**src/rtl/linebuf_sched_pkg.sv**
```systemverilog
// Shared types for the ping-pong line buffer scheduler.
// Holds the render FSM encoding and the overrun counter ceiling.
package linebuf_sched_pkg;

    typedef enum logic [1:0] {
        ST_IDLE   = 2'd0,
        ST_RENDER = 2'd1,
        ST_DONE   = 2'd2
    } state_t;

    localparam logic [7:0] OVR_MAX = 8'hFF;

endpackage

```
**src/rtl/linebuf_sched_if.sv**
```systemverilog
// Renderer-to-scheduler write request channel.
// The renderer is master; the scheduler returns ready.
interface linebuf_sched_if #(
    parameter int AW = 10,
    parameter int DW = 8
);
    logic          valid;
    logic          ready;
    logic          done;
    logic [AW-1:0] addr;
    logic [DW-1:0] data;

    modport master (
        output valid, addr, data, done,
        input  ready
    );

    modport slave (
        input  valid, addr, data, done,
        output ready
    );
endinterface

```
**src/rtl/linebuf_sched.sv**
```systemverilog
// Ping-pong line buffer sequencer: swaps banks per line and
// arbitrates the single RAM write port between erase and render.
module linebuf_sched
    import linebuf_sched_pkg::*;
#(
    parameter int                    ADDR_WIDTH  = 10,
    parameter int                    DATA_WIDTH  = 8,
    parameter logic [DATA_WIDTH-1:0] CLEAR_VALUE = '0
) (
    input  logic                  clk,
    input  logic                  rst,
    input  logic                  line_start,
    input  logic                  erase_en,
    input  logic                  scan_valid,
    input  logic [ADDR_WIDTH-1:0] scan_addr,
    linebuf_sched_if.slave        rnd,
    output logic                  overrun,
    output logic [7:0]            overrun_cnt,
    output logic                  disp_bank,
    output logic [ADDR_WIDTH:0]   ram_rd_addr,
    output logic                  ram_wr_en,
    output logic [ADDR_WIDTH:0]   ram_wr_addr,
    output logic [DATA_WIDTH-1:0] ram_wr_data
);

    state_t                state_q, state_d;
    logic                  erase_pend;
    logic [ADDR_WIDTH:0]   erase_addr;
    logic                  accept;
    logic                  overrun_d;

    assign ram_rd_addr = {disp_bank, scan_addr};
    assign rnd.ready   = (state_q == ST_RENDER) & ~erase_pend;
    assign accept      = rnd.valid & rnd.ready;
    assign overrun_d   = line_start & (state_q == ST_RENDER);

    always_comb begin
        state_d = state_q;
        unique case (state_q)
            ST_IDLE:   if (line_start) state_d = ST_RENDER;
            // line_start beats render_done: late line counts as overrun
            ST_RENDER: if (!line_start && rnd.done) state_d = ST_DONE;
            ST_DONE:   if (line_start) state_d = ST_RENDER;
            default:   state_d = ST_IDLE;
        endcase
    end

    always_ff @(posedge clk or posedge rst) begin
        if (rst) begin
            state_q     <= ST_IDLE;
            disp_bank   <= 1'b0;
            overrun     <= 1'b0;
            overrun_cnt <= '0;
        end else begin
            state_q <= state_d;
            overrun <= overrun_d;
            if (line_start) disp_bank <= ~disp_bank;
            if (overrun_d && overrun_cnt != OVR_MAX)
                overrun_cnt <= overrun_cnt + 8'd1;
        end
    end

    // Erase is captured with the read, so it lands after the pixel is read
    always_ff @(posedge clk or posedge rst) begin
        if (rst) begin
            erase_pend <= 1'b0;
            erase_addr <= '0;
        end else begin
            erase_pend <= scan_valid & erase_en;
            erase_addr <= {disp_bank, scan_addr};
        end
    end

    always_ff @(posedge clk or posedge rst) begin
        if (rst) begin
            ram_wr_en   <= 1'b0;
            ram_wr_addr <= '0;
            ram_wr_data <= '0;
        end else if (erase_pend) begin
            ram_wr_en   <= 1'b1;
            ram_wr_addr <= erase_addr;
            ram_wr_data <= CLEAR_VALUE;
        end else if (accept) begin
            ram_wr_en   <= 1'b1;
            ram_wr_addr <= {~disp_bank, rnd.addr};
            ram_wr_data <= rnd.data;
        end else begin
            ram_wr_en   <= 1'b0;
        end
    end

endmodule

```
**src/flat_wrapper.sv**
```systemverilog
// flat-port wrapper written by rule: the top's interface ports become plain ports
module linebuf_sched_flat import linebuf_sched_pkg::*;
#(
    parameter int                    ADDR_WIDTH  = 10,
    parameter int                    DATA_WIDTH  = 8,
    parameter logic [DATA_WIDTH-1:0] CLEAR_VALUE = '0
)
  (clk, rst, line_start, erase_en, scan_valid, scan_addr, overrun, overrun_cnt, disp_bank, ram_rd_addr, ram_wr_en, ram_wr_addr, ram_wr_data, rnd_valid, rnd_addr, rnd_data, rnd_done, rnd_ready);
  linebuf_sched_if #(.AW((10)), .DW((8))) rnd_i ();
  input  logic clk;
  input  logic rst;
  input  logic line_start;
  input  logic erase_en;
  input  logic scan_valid;
  input  logic [ADDR_WIDTH-1:0] scan_addr;
  output logic overrun;
  output logic [7:0] overrun_cnt;
  output logic disp_bank;
  output logic [ADDR_WIDTH:0] ram_rd_addr;
  output logic ram_wr_en;
  output logic [ADDR_WIDTH:0] ram_wr_addr;
  output logic [DATA_WIDTH-1:0] ram_wr_data;
  input wire logic [$bits(rnd_i.valid)-1:0] rnd_valid;
  input wire logic [$bits(rnd_i.addr)-1:0] rnd_addr;
  input wire logic [$bits(rnd_i.data)-1:0] rnd_data;
  input wire logic [$bits(rnd_i.done)-1:0] rnd_done;
  output wire logic [$bits(rnd_i.ready)-1:0] rnd_ready;
  assign rnd_i.valid = rnd_valid;
  assign rnd_i.addr = rnd_addr;
  assign rnd_i.data = rnd_data;
  assign rnd_i.done = rnd_done;
  assign rnd_ready = rnd_i.ready;
  linebuf_sched #(.ADDR_WIDTH(ADDR_WIDTH), .DATA_WIDTH(DATA_WIDTH), .CLEAR_VALUE(CLEAR_VALUE)) u_core (.clk(clk), .rst(rst), .line_start(line_start), .erase_en(erase_en), .scan_valid(scan_valid), .scan_addr(scan_addr), .rnd(rnd_i), .overrun(overrun), .overrun_cnt(overrun_cnt), .disp_bank(disp_bank), .ram_rd_addr(ram_rd_addr), .ram_wr_en(ram_wr_en), .ram_wr_addr(ram_wr_addr), .ram_wr_data(ram_wr_data));
endmodule
```
**config.mk**
```make
export PLATFORM = sky130hd
export DESIGN_NAME = linebuf_sched_flat
export DESIGN_NICKNAME = d
export VERILOG_FILES = /design/src/rtl/linebuf_sched_pkg.sv /design/src/rtl/linebuf_sched_if.sv /design/src/rtl/linebuf_sched.sv /design/src/flat_wrapper.sv
export SDC_FILE = /design/constraint.sdc
export NUM_CORES = 1
export LEC_CHECK = 0
export BUFFER_PORTS_ARGS = -buffer_cell sky130_fd_sc_hd__buf_4
export CORE_MARGIN = 2
export CORE_UTILIZATION = 50
export CTS_BUF_LIST = sky130_fd_sc_hd__clkbuf_4 sky130_fd_sc_hd__clkbuf_8
export CTS_CLUSTER_DIAMETER = 200
export DETAILED_ROUTE_END_ITERATION = 7
export PLACE_DENSITY = 0.83
export SLEW_MARGIN = 25
export SYNTH_ARGS = -nofsm -noshare
export SYNTH_HDL_FRONTEND = slang
export SYNTH_SLANG_ARGS = --single-unit
```
**constraint.sdc**
```tcl
create_clock -name clk -period 3.14 [get_ports clk]
set_input_delay 0.785 -clock clk [delete_from_list [all_inputs] [get_ports clk]]
set_output_delay 0.785 -clock clk [all_outputs]
set_load 0.02 [all_outputs]
```
**Word-level counts from Yosys, hierarchy flattened**

Index checks and enable logic that the tools add are counted.

- Output and inout bits: 42
- Flip-flop bits (word level): 44
- Word-level logic and storage cells: 37

- Bitwise gates (word level): 6
- Add/sub/neg operators: 1
- Mux-type cells: 9
- Equal/unequal tests: 5
- Reductions and logical operators: 7

Operators by type and width:

| operator | count |
|---|---|
| $mux 11 | 2 |
| $mux 8 | 2 |
| $add 8x1->8 const B | 1 |
| $ne 8x8->1 const B | 1 |
| $and 1x1->1 | 4 |
| $mux 2 | 2 |
| $pmux 2 s2 | 1 |
| $eq 2x1->1 const B | 1 |
| $eq 2x2->1 const B | 1 |
| $logic_and 1x1->1 | 2 |
| $logic_not 2->1 | 1 |
| $mux 1 | 2 |
| $ne 2x1->1 const B | 1 |
| $ne 2x2->1 const B | 1 |
| $not 1->1 | 2 |
| $reduce_and 2->1 | 1 |
| $reduce_bool 2->1 | 1 |
| $reduce_or 2->1 | 1 |
| $logic_not 1->1 | 1 |

**Logic depth before layout (Yosys ltp)**

Gate-level depths: netlist of the first run.

- Depth after elaboration: 5
- Gate-level depth with buffers: 5
- Mapped depth without buffers: 5

**Worst setup path before layout of the first run**

OpenSTA, ideal clock, no wires.

- Path kind: flip-flop to output port
- Start point: register u_core.state_q[1]
- End point: output port rnd_ready
- Arrival: 997 ps
- Stages on the path, launching flop included: 3
- Path buffers: 0
- Slack: 1,358 ps
- Path through: dfrtp_1 > and2b_4 > nor2b_1

- Longest elaborated chain between the ends: 2

Ends and longest elaborated chain:

| element | RTL line | text |
|---|---|---|
| from (decl) | linebuf_sched.sv:26 | `state_t state_q, state_d;` |
| from (signal assigned) | linebuf_sched.sv:55 | `state_q <= state_d;` |
| $eq 2x1->1 | linebuf_sched.sv:33 | `assign rnd.ready = (state_q == ST_RENDER) & ~erase_pend;` |
| $and 1x1->1 | linebuf_sched.sv:33 |  |
| to (decl) | flat_wrapper.sv:27 | `output wire logic [$bits(rnd_i.ready)-1:0] rnd_ready;` |

No other way between the ends.

**Worst setup path after layout of the first run**

Same ends and word-level chain as after synthesis.

==> results.txt, run 1 <==
The hold violation count in the final report is 0, and the power per standard cell area is 636 nW/um^2. After clock tree synthesis, the clock-pin slew on the worst setup and hold paths is 0.13 ns. The tool flagged a number of max-cap violations equal to 0.

Summed over all nets, the half-perimeter wirelength after detailed placement is 2.65 mm. Synthesis handed over a netlist of 158 instances. In this run, synthesis produced a sequential element count of 44. STA classifies the critical path endpoint as an output pin. The clock tree synthesis step divided the H-tree into 2 levels. Setup repair after global routing left no endpoint under its margin. The run gives 0.973 ns as the post-route worst setup slack.

The path class of the tightest hold or removal check is input pin to async pin. The net count reported at finish was 263; the worst hold margin was 0.452 ns. The number of hold buffers added after CTS was 0. The share of cells above drive strength 1 came out at 41.0%. Setup violations remaining at the end of the flow were counted as 0.

In this run the worst path has a maximum fanout of 8. The run gives 0 as the number of instances resized during post-cts repair. The first global-routing pass estimated 6.05 mm of wire.

Entering global routing, the biggest net connects 34 pins. 0 antenna diodes ended up in the layout. The number of nets in the synthesized netlist is 194.

The run finished with clean final reports. The clock period could shrink to 2.17 ns. In the routed layout, each cell is associated on average with a via count of 4.97. For the area of all placed cells without fillers, the log shows 2390 um^2. The number of ports placed on the die boundary was 77; the clock latency at the later pin of the worst-skew pair was 0.35 ns. Sorting the synthesized cells by area gives the leading types as sky130_fd_sc_hd__dfrtp_1, sky130_fd_sc_hd__nand2_1, sky130_fd_sc_hd__mux2i_1, sky130_fd_sc_hd__buf_4, sky130_fd_sc_hd__a21oi_1.

The layout overhead on the synthesized area came out at 32.8%. Fill cells in the final layout number 266. For this run, the top clock speed supported by timing is 0.461 GHz. The simple logic cell fraction of the synthesized area was 13.3%. In this run the cell area measured after placement is 2340 um^2. The critical path in this run is classified as flip-flop to output pin. The clock net in this run drives a total of 44 sinks. In this run the tightest slew margin relative to its limit is 63.9%. The total global routing overflow came out at 0.

For the pin with the worst max-slew slack, the measured transition is 0.541 ns. The logs give 1270 for the number of global-route vias before repair and 1.10 ns for the worst slack at placement. Of the available clock period, the critical path in the final layout requires 69.0%. The multiplexer share of the synthesized area was 8.07%; the fraction of post-synthesis cell area in the top cell type by area was 61.2%. The worst setup path is launched from a flip-flop. Largest clock skew in the final design: 0.0108 ns. The tools report the total via count in the routed design as 1358. The first detailed-routing pass took 4 iterations.

After detailed routing, the number of remaining DRC violations is 0. The synthesized netlist devotes 0.695% of its cell area to adder and majority cells. Library cell with the highest instance count after synthesis: sky130_fd_sc_hd__dfrtp_1.

The average instance in the mapped netlist occupies 11.4 um^2. Input and output buffers added on the ports amount to 76. For this configuration, the core starts out at a cell density of 53.1%. For this run, asynchronously set or reset flops after synthesis account for 100%. In this run the post-CTS setup repair buffer count came out at 0. The signal on the critical path passes through and2b_4 > nor2b_1 > buf_4. Of all cell types, the one taking the most synthesized area is sky130_fd_sc_hd__dfrtp_1. The run gives 30 as the post-synthesis cell type count.

The commonest register cell after synthesis is sky130_fd_sc_hd__dfrtp_1. The commonest cells after synthesis are sky130_fd_sc_hd__dfrtp_1, sky130_fd_sc_hd__nand2_1, sky130_fd_sc_hd__a21oi_1. The count of pins over their slew limit was 0; the leakage power was 1.21 nW. After synthesis the cells add up to 1800 um^2. The xor/xnor share of the synthesized area is 1.95%, and the number of DRC markers in iteration 0 is 41.

Wires add up to 3.57 mm. Row generation in the floorplan step produced 21 rows. In this run the horizontal extent of the chip is 64.0 um.

In this run, synthesis inferred 0 flip-flops with an integrated enable. The initial antenna violation count was 0. The die covers 4090 um^2.

Among all stages on the critical path, the largest delay is contributed by sky130_fd_sc_hd__dfrtp_1. Detailed-route wire length per cell: 13.1 um. The clock passes through at most 2 buffers.

TritonCTS built the clock tree. In the final layout, flip-flops and latches occupy 1100 um^2. The cell sitting at the root of the clock tree is a sky130_fd_sc_hd__clkbuf_4. The number of warnings printed during yosys synthesis was 0.

Summing the sequential cell areas from Yosys gives 61.2% of the chip area. The worst path buffer plus inverter count is 1. In the final layout, the multi-input gates occupy 579 um^2.

At the end of routability-driven placement, the weighted congestion stood at 0.756. STA puts the critical path data arrival time at 1.38 ns. For the final routed database, the setup TNS stands at 0 ns.

The die is 64.0 um tall. The count of nets left with antenna violations once routing finished came out at 0. The largest delay contributor family on the critical path is simple AND/OR/NAND/NOR gates. For the maximum VDD drop, the log shows 0.000396 V. The total track usage is 19.4%, and the number of clock buffers inserted by TritonCTS is 5. After synthesis, the largest family of logic cells by area is simple AND/OR/NAND/NOR gates.

In this design, the stage delay of the slowest critical-path cell is 0.42 ns. Summing the areas of all compound-gate instances in the mapped netlist gives 8.21% of the synthesized area. Required time at the endpoint of the critical path: 2.35 ns. The tools report the placeable core region as 3390 um^2.
[worst paths after layout]
path	from	end	slack (ns)	cells after the start
setup / recovery	u_core.state_q[1]$_DFFE_PP0P_	rnd_ready	0.97	3
hold / removal	rst	u_core.erase_addr[10]$_DFF_PP0_	0.45	2
setup reg to reg	u_core.state_q[1]$_DFFE_PP0P_	u_core.ram_wr_addr[6]$_DFFE_PP0P_	1.54	4
hold reg to reg	u_core.erase_addr[2]$_DFF_PP0_	u_core.ram_wr_addr[2]$_DFFE_PP0P_	0.46	2
max in group asynchronous	rst	u_core.ram_wr_data[2]$_DFFE_PP0P_	2.12	3
min in group clk	u_core.erase_addr[2]$_DFF_PP0_	u_core.ram_wr_addr[2]$_DFFE_PP0P_	0.46	2
[registers in the layout (all words and copies together) (netlist names)]
name                flops
u_core.ram_wr_data      8
u_core.ram_wr_en        1
u_core.disp_bank        1
u_core.ram_wr_addr     11
u_core.overrun_cnt      8
u_core.overrun          1
u_core.erase_pend       1
u_core.erase_addr      11
u_core.state_q          2
[cell usage in the layout (no fill, tap or decap), drive strengths merged, types with 2 or more instances in the layout]
master   n
and2b    2
mux2     4
mux2i   10
clkbuf   5
dfrtp   44
and2     3
nand3    2
clkinv   2
nand2b   2
buf     79
nand4    3
and4     2
o21ai   11
xnor2    3
a21oi   14
nand2   29
[cell families after synthesis]
kind of cell	Yosys count
muxes	14
adders and majority gates	1
AOI/OAI and AO/OA	28
buffers and inverters	19
and+or+nand+nor	48
xor gates and xnor gates	4
DFF	44
[stage by stage]
stage,util [%],total power [mW],instances
floorplan,-,1.06,158
global placement,69.0,1.27,266
detailed placement,69.0,1.28,266
CTS,70.5,1.53,273
global route,70.5,1.61,273
finish,70.5,1.52,273
[metal layers]
| layer | vias to the layer above | GRT usage, % | share of wire (%) |
|---|---|---|---|
| met5 | - | 0 | 0 |
| met3 | 6 | 6.69 | 8.0 |
| met2 | 58 | 29.6 | 47 |
| met1 | 633 | 26.2 | 43 |
| li1 | 661 | - | - |
| met4 | 0 | 5.71 | 1.3 |
[report_power, final]
part           switching (mW)  internal, mW
Sequential             0.0925         0.669
Clock                   0.174        0.0818
Combinational           0.264         0.239
Total                   0.530         0.989
[layout make-up]
cell class	instances	share of cell area, %
clock buffers	5	1.57
clock inverters	2	0.524
inverters	2	0.366
multi-input cells	95	24.2
flip-flops and latches	44	46.1
well taps	46	2.41
repair buffers	79	24.8
Note: power is estimated with default switching activity, not from simulation.
==> run 2, diff against run 1 <==
--- a/config.mk
+++ b/config.mk
@@ -7,11 +7,11 @@
 export LEC_CHECK = 0
 export BUFFER_PORTS_ARGS = -buffer_cell sky130_fd_sc_hd__buf_4
 export CORE_MARGIN = 2
-export CORE_UTILIZATION = 50
+export CORE_UTILIZATION = 44
 export CTS_BUF_LIST = sky130_fd_sc_hd__clkbuf_4 sky130_fd_sc_hd__clkbuf_8
 export CTS_CLUSTER_DIAMETER = 200
 export DETAILED_ROUTE_END_ITERATION = 7
-export PLACE_DENSITY = 0.83
+export PLACE_DENSITY = 0.78
 export SLEW_MARGIN = 25
 export SYNTH_ARGS = -nofsm -noshare
 export SYNTH_HDL_FRONTEND = slang
==> constraint.sdc (replaced) <==
create_clock -name clk -period 1.9 [get_ports clk]
set_input_delay 0.475 -clock clk [delete_from_list [all_inputs] [get_ports clk]]
set_output_delay 0.475 -clock clk [all_outputs]
set_load 0.02 [all_outputs]
==> run 2 against run 1 <==
Worst hold slack worse by 0.29 ns. Sequential share of layout area is 1.5 points lower. Critical path depth did not move. Global-route usage is 3.0 points lower. Clock skew down 0.0052 ns. Largest power group unchanged. Highest routed layer unchanged.
==> results.txt, run 2 (synthesized netlist as in run 1, its figures left out) <==
The detailed router placed 1332 vias in this run. The worst register-to-register path ends at u_core.overrun_cnt[1]$_DFFE_PP0P_. The clock latency at the later pin of the worst-skew pair was 0.30 ns. The pin count of the biggest net entering global routing came out at 31. The critical path in this run is classified as flip-flop to output pin.

The tools report the buffers inserted during post-CTS setup optimization as 0. Setup repair after global routing left no endpoint under its margin. The run gives 0 as the number of diodes added for antenna fixing. After the last flow step, the layout net total stands at 264. For the number of rows created at floorplan, the log shows 23. At the end of the flow the core is filled with cells to 62.2%. Summed over all failing endpoints, the final setup total negative slack is 0 ns.

Detailed placement finished with a half-perimeter wire length of 2.64 mm. The logic depth of the worst register-to-register path was 4. TritonCTS built the clock tree.

Setup slack closes at 0.0966 ns. The power per standard cell area is 1090 nW/um^2. The die covers 4620 um^2.

The die boundary height is 67.9 um, and the number of instances resized during post-cts repair is 0. The placed instances occupy a cell area of 2380 um^2. Headroom to the max-slew limit came out at 73.3%. Derived from the worst setup path, the maximum achievable clock frequency is 0.555 GHz. The largest registers in the layout are u_core.erase_addr (11), u_core.ram_wr_addr (11).

The clock-pin transition on the worst setup and hold timing paths was 0.09 ns. The placeable core region was 3970 um^2; the worst hold margin was 0.158 ns. Global placer's final weighted congestion: 0.844.

Class of the most critical hold timing path: input pin to async pin. The tools report the hold violation count in the final report as 0. Top fanout value on the critical path: 8.

For this design, the sink count on the clock tree is 44. The leakage power is 1.24 nW. The area of all placed cells without fillers came out at 2470 um^2. The post-detailed-route via-to-cell ratio was 4.77; the remaining number of nets flagged by the antenna check after routing was 0.

For the maximum VDD drop, the log shows 0.000740 V. Compared with the post-synthesis result, the final layout area differs by 37.2%. For this block, the routed nets add up to 3.57 mm of wire. The start point of the critical path is u_core.state_q[1]$_DFFE_PP0P_. The flow ran to the end, and the final reports show no timing, DRC or antenna violations. The count of TritonRoute iterations in the first routing pass is 4, and the ratio of final minimum period to clock period is 94.9%. The run gives 0 as the initial antenna violation count.

Cells with a size suffix above 1 make up 41.5% of the layout. The number of placed instances with taps included came out at 271. The start of the worst register-to-register path was u_core.overrun_cnt[3]$_DFFE_PP0P_. The run gives 2 as the number of buffers on the longest clock path. The worst setup path is captured at an output pin. The total global routing overflow came out at 0. Total power for the finished layout comes to 2.68 mW. In this run the count of I/O pins placed on the die edge is 77. Global routing used 16.4% of the available tracks. After the first detailed-routing iteration, the DRC count stood at 93. STA classifies the critical path startpoint as a flip-flop.

The tools report the endpoint arrival time on the critical path as 1.33 ns. In the routed design, unresolved DRC markers number 0. The number of clock buffers added by TritonCTS is 5. The count of buffers added on input and output ports is 76.

In this run the worst setup path terminates at rnd_ready. Once the floorplan was initialized, standard cells occupied 45.3% of the core. STA puts the critical path data required time at 1.42 ns.

Count of pins over their slew limit: 0. The library cells used most frequently in the layout, excluding fill and tap cells, are sky130_fd_sc_hd__buf_4, sky130_fd_sc_hd__dfrtp_1, sky130_fd_sc_hd__nand2_1. The H-tree generated during clock tree synthesis spans 2 levels.

On the final layout, the worst clock skew is 0.00553 ns. The first global-routing pass estimated 5.49 mm of wire. The actual transition at the worst max-transition pin was 0.399 ns; the number of global-route vias before repair was 1214. Setup slack on the worst reg-to-reg path comes out at 0.44 ns. The root buffer cell chosen for the clock tree is sky130_fd_sc_hd__clkbuf_8.

At the placement stage, the worst setup path has a slack of 0.364 ns. Leaving out fill and tap cells, the most frequent cell in the layout is sky130_fd_sc_hd__buf_4. The die is 67.9 um wide. The tools report the total of endpoints with negative setup slack in the final report as 0. The hold buffer count at CTS is 0, and the number of max-capacitance violations reported is 0.

Excluding fillers, the count of instances in the completed layout stands at 279. After detailed routing, the average wire length per cell comes to 12.8 um. Counting I/O delays and the setup requirement, the final critical path takes 1.80 ns.
-- run 2: cell types whose count changed in the layout (fill, tap and decap cells not counted) --
cell / before / now
sky130_fd_sc_hd__buf_12: 0 / 2
sky130_fd_sc_hd__buf_4: 79 / 78
sky130_fd_sc_hd__clkinv_4: 0 / 1
sky130_fd_sc_hd__clkinvlp_4: 1 / 2
sky130_fd_sc_hd__clkinv_2: 2 / 0
sky130_fd_sc_hd__inv_2: 0 / 1
sky130_fd_sc_hd__clkbuf_4: 5 / 0
sky130_fd_sc_hd__clkbuf_8: 0 / 5
-- run 2: worst max-delay path, cell delays in order (launching register included) --
cell and delay (ns):
sky130_fd_sc_hd__dfrtp_1 0.42, sky130_fd_sc_hd__and2b_4 0.31, sky130_fd_sc_hd__nor2b_1 0.15, sky130_fd_sc_hd__buf_4 0.15
-- run 2: layout make-up --
class	count	area (um^2)
Timing Repair Buffer	80	626
Tap cell	50	62.6
Clock inverter	3	23.8
Inverter	2	7.51
Multi-Input combinational cell	95	579
Clock buffer	5	68.8
Sequential cell	44	1100
Fill cell	349	1500
-- run 2: where the power goes --
part / internal [mW] / leakage (nW) / switching [mW]
sequential: 1.11 / 0.542 / 0.147
combinational: 0.405 / 0.660 / 0.441
clock: 0.260 / 0.0404 / 0.323
-- run 2: worst min path at each step --
| stage | slack, ns | startpoint | end |
|---|---|---|---|
| after floorplan | 0.43 | u_core.erase_addr[0]$_DFF_PP0_ | u_core.ram_wr_addr[0]$_DFFE_PP0P_ |
| after global placement | 0.44 | u_core.erase_addr[8]$_DFF_PP0_ | u_core.ram_wr_addr[8]$_DFFE_PP0P_ |
| after detailed placement | 0.44 | u_core.erase_addr[1]$_DFF_PP0_ | u_core.ram_wr_addr[1]$_DFFE_PP0P_ |
| after CTS | 0.16 | rst | u_core.ram_wr_data[6]$_DFFE_PP0P_ |
| after global routing | 0.18 | rst | u_core.ram_wr_addr[1]$_DFFE_PP0P_ |
| final | 0.16 | rst | u_core.ram_wr_data[6]$_DFFE_PP0P_ |
-- run 2: metal layers --
| metal | track usage [%] | vias up | routed length [um] |
|---|---|---|---|
| met3 | 5.92 | 2 | 204 |
| met5 | 0 | - | 0 |
| met1 | 20.3 | 629 | 1460 |
| met2 | 26.2 | 41 | 1880 |
| met4 | 6.00 | 0 | 27 |
| li1 | - | 660 | - |
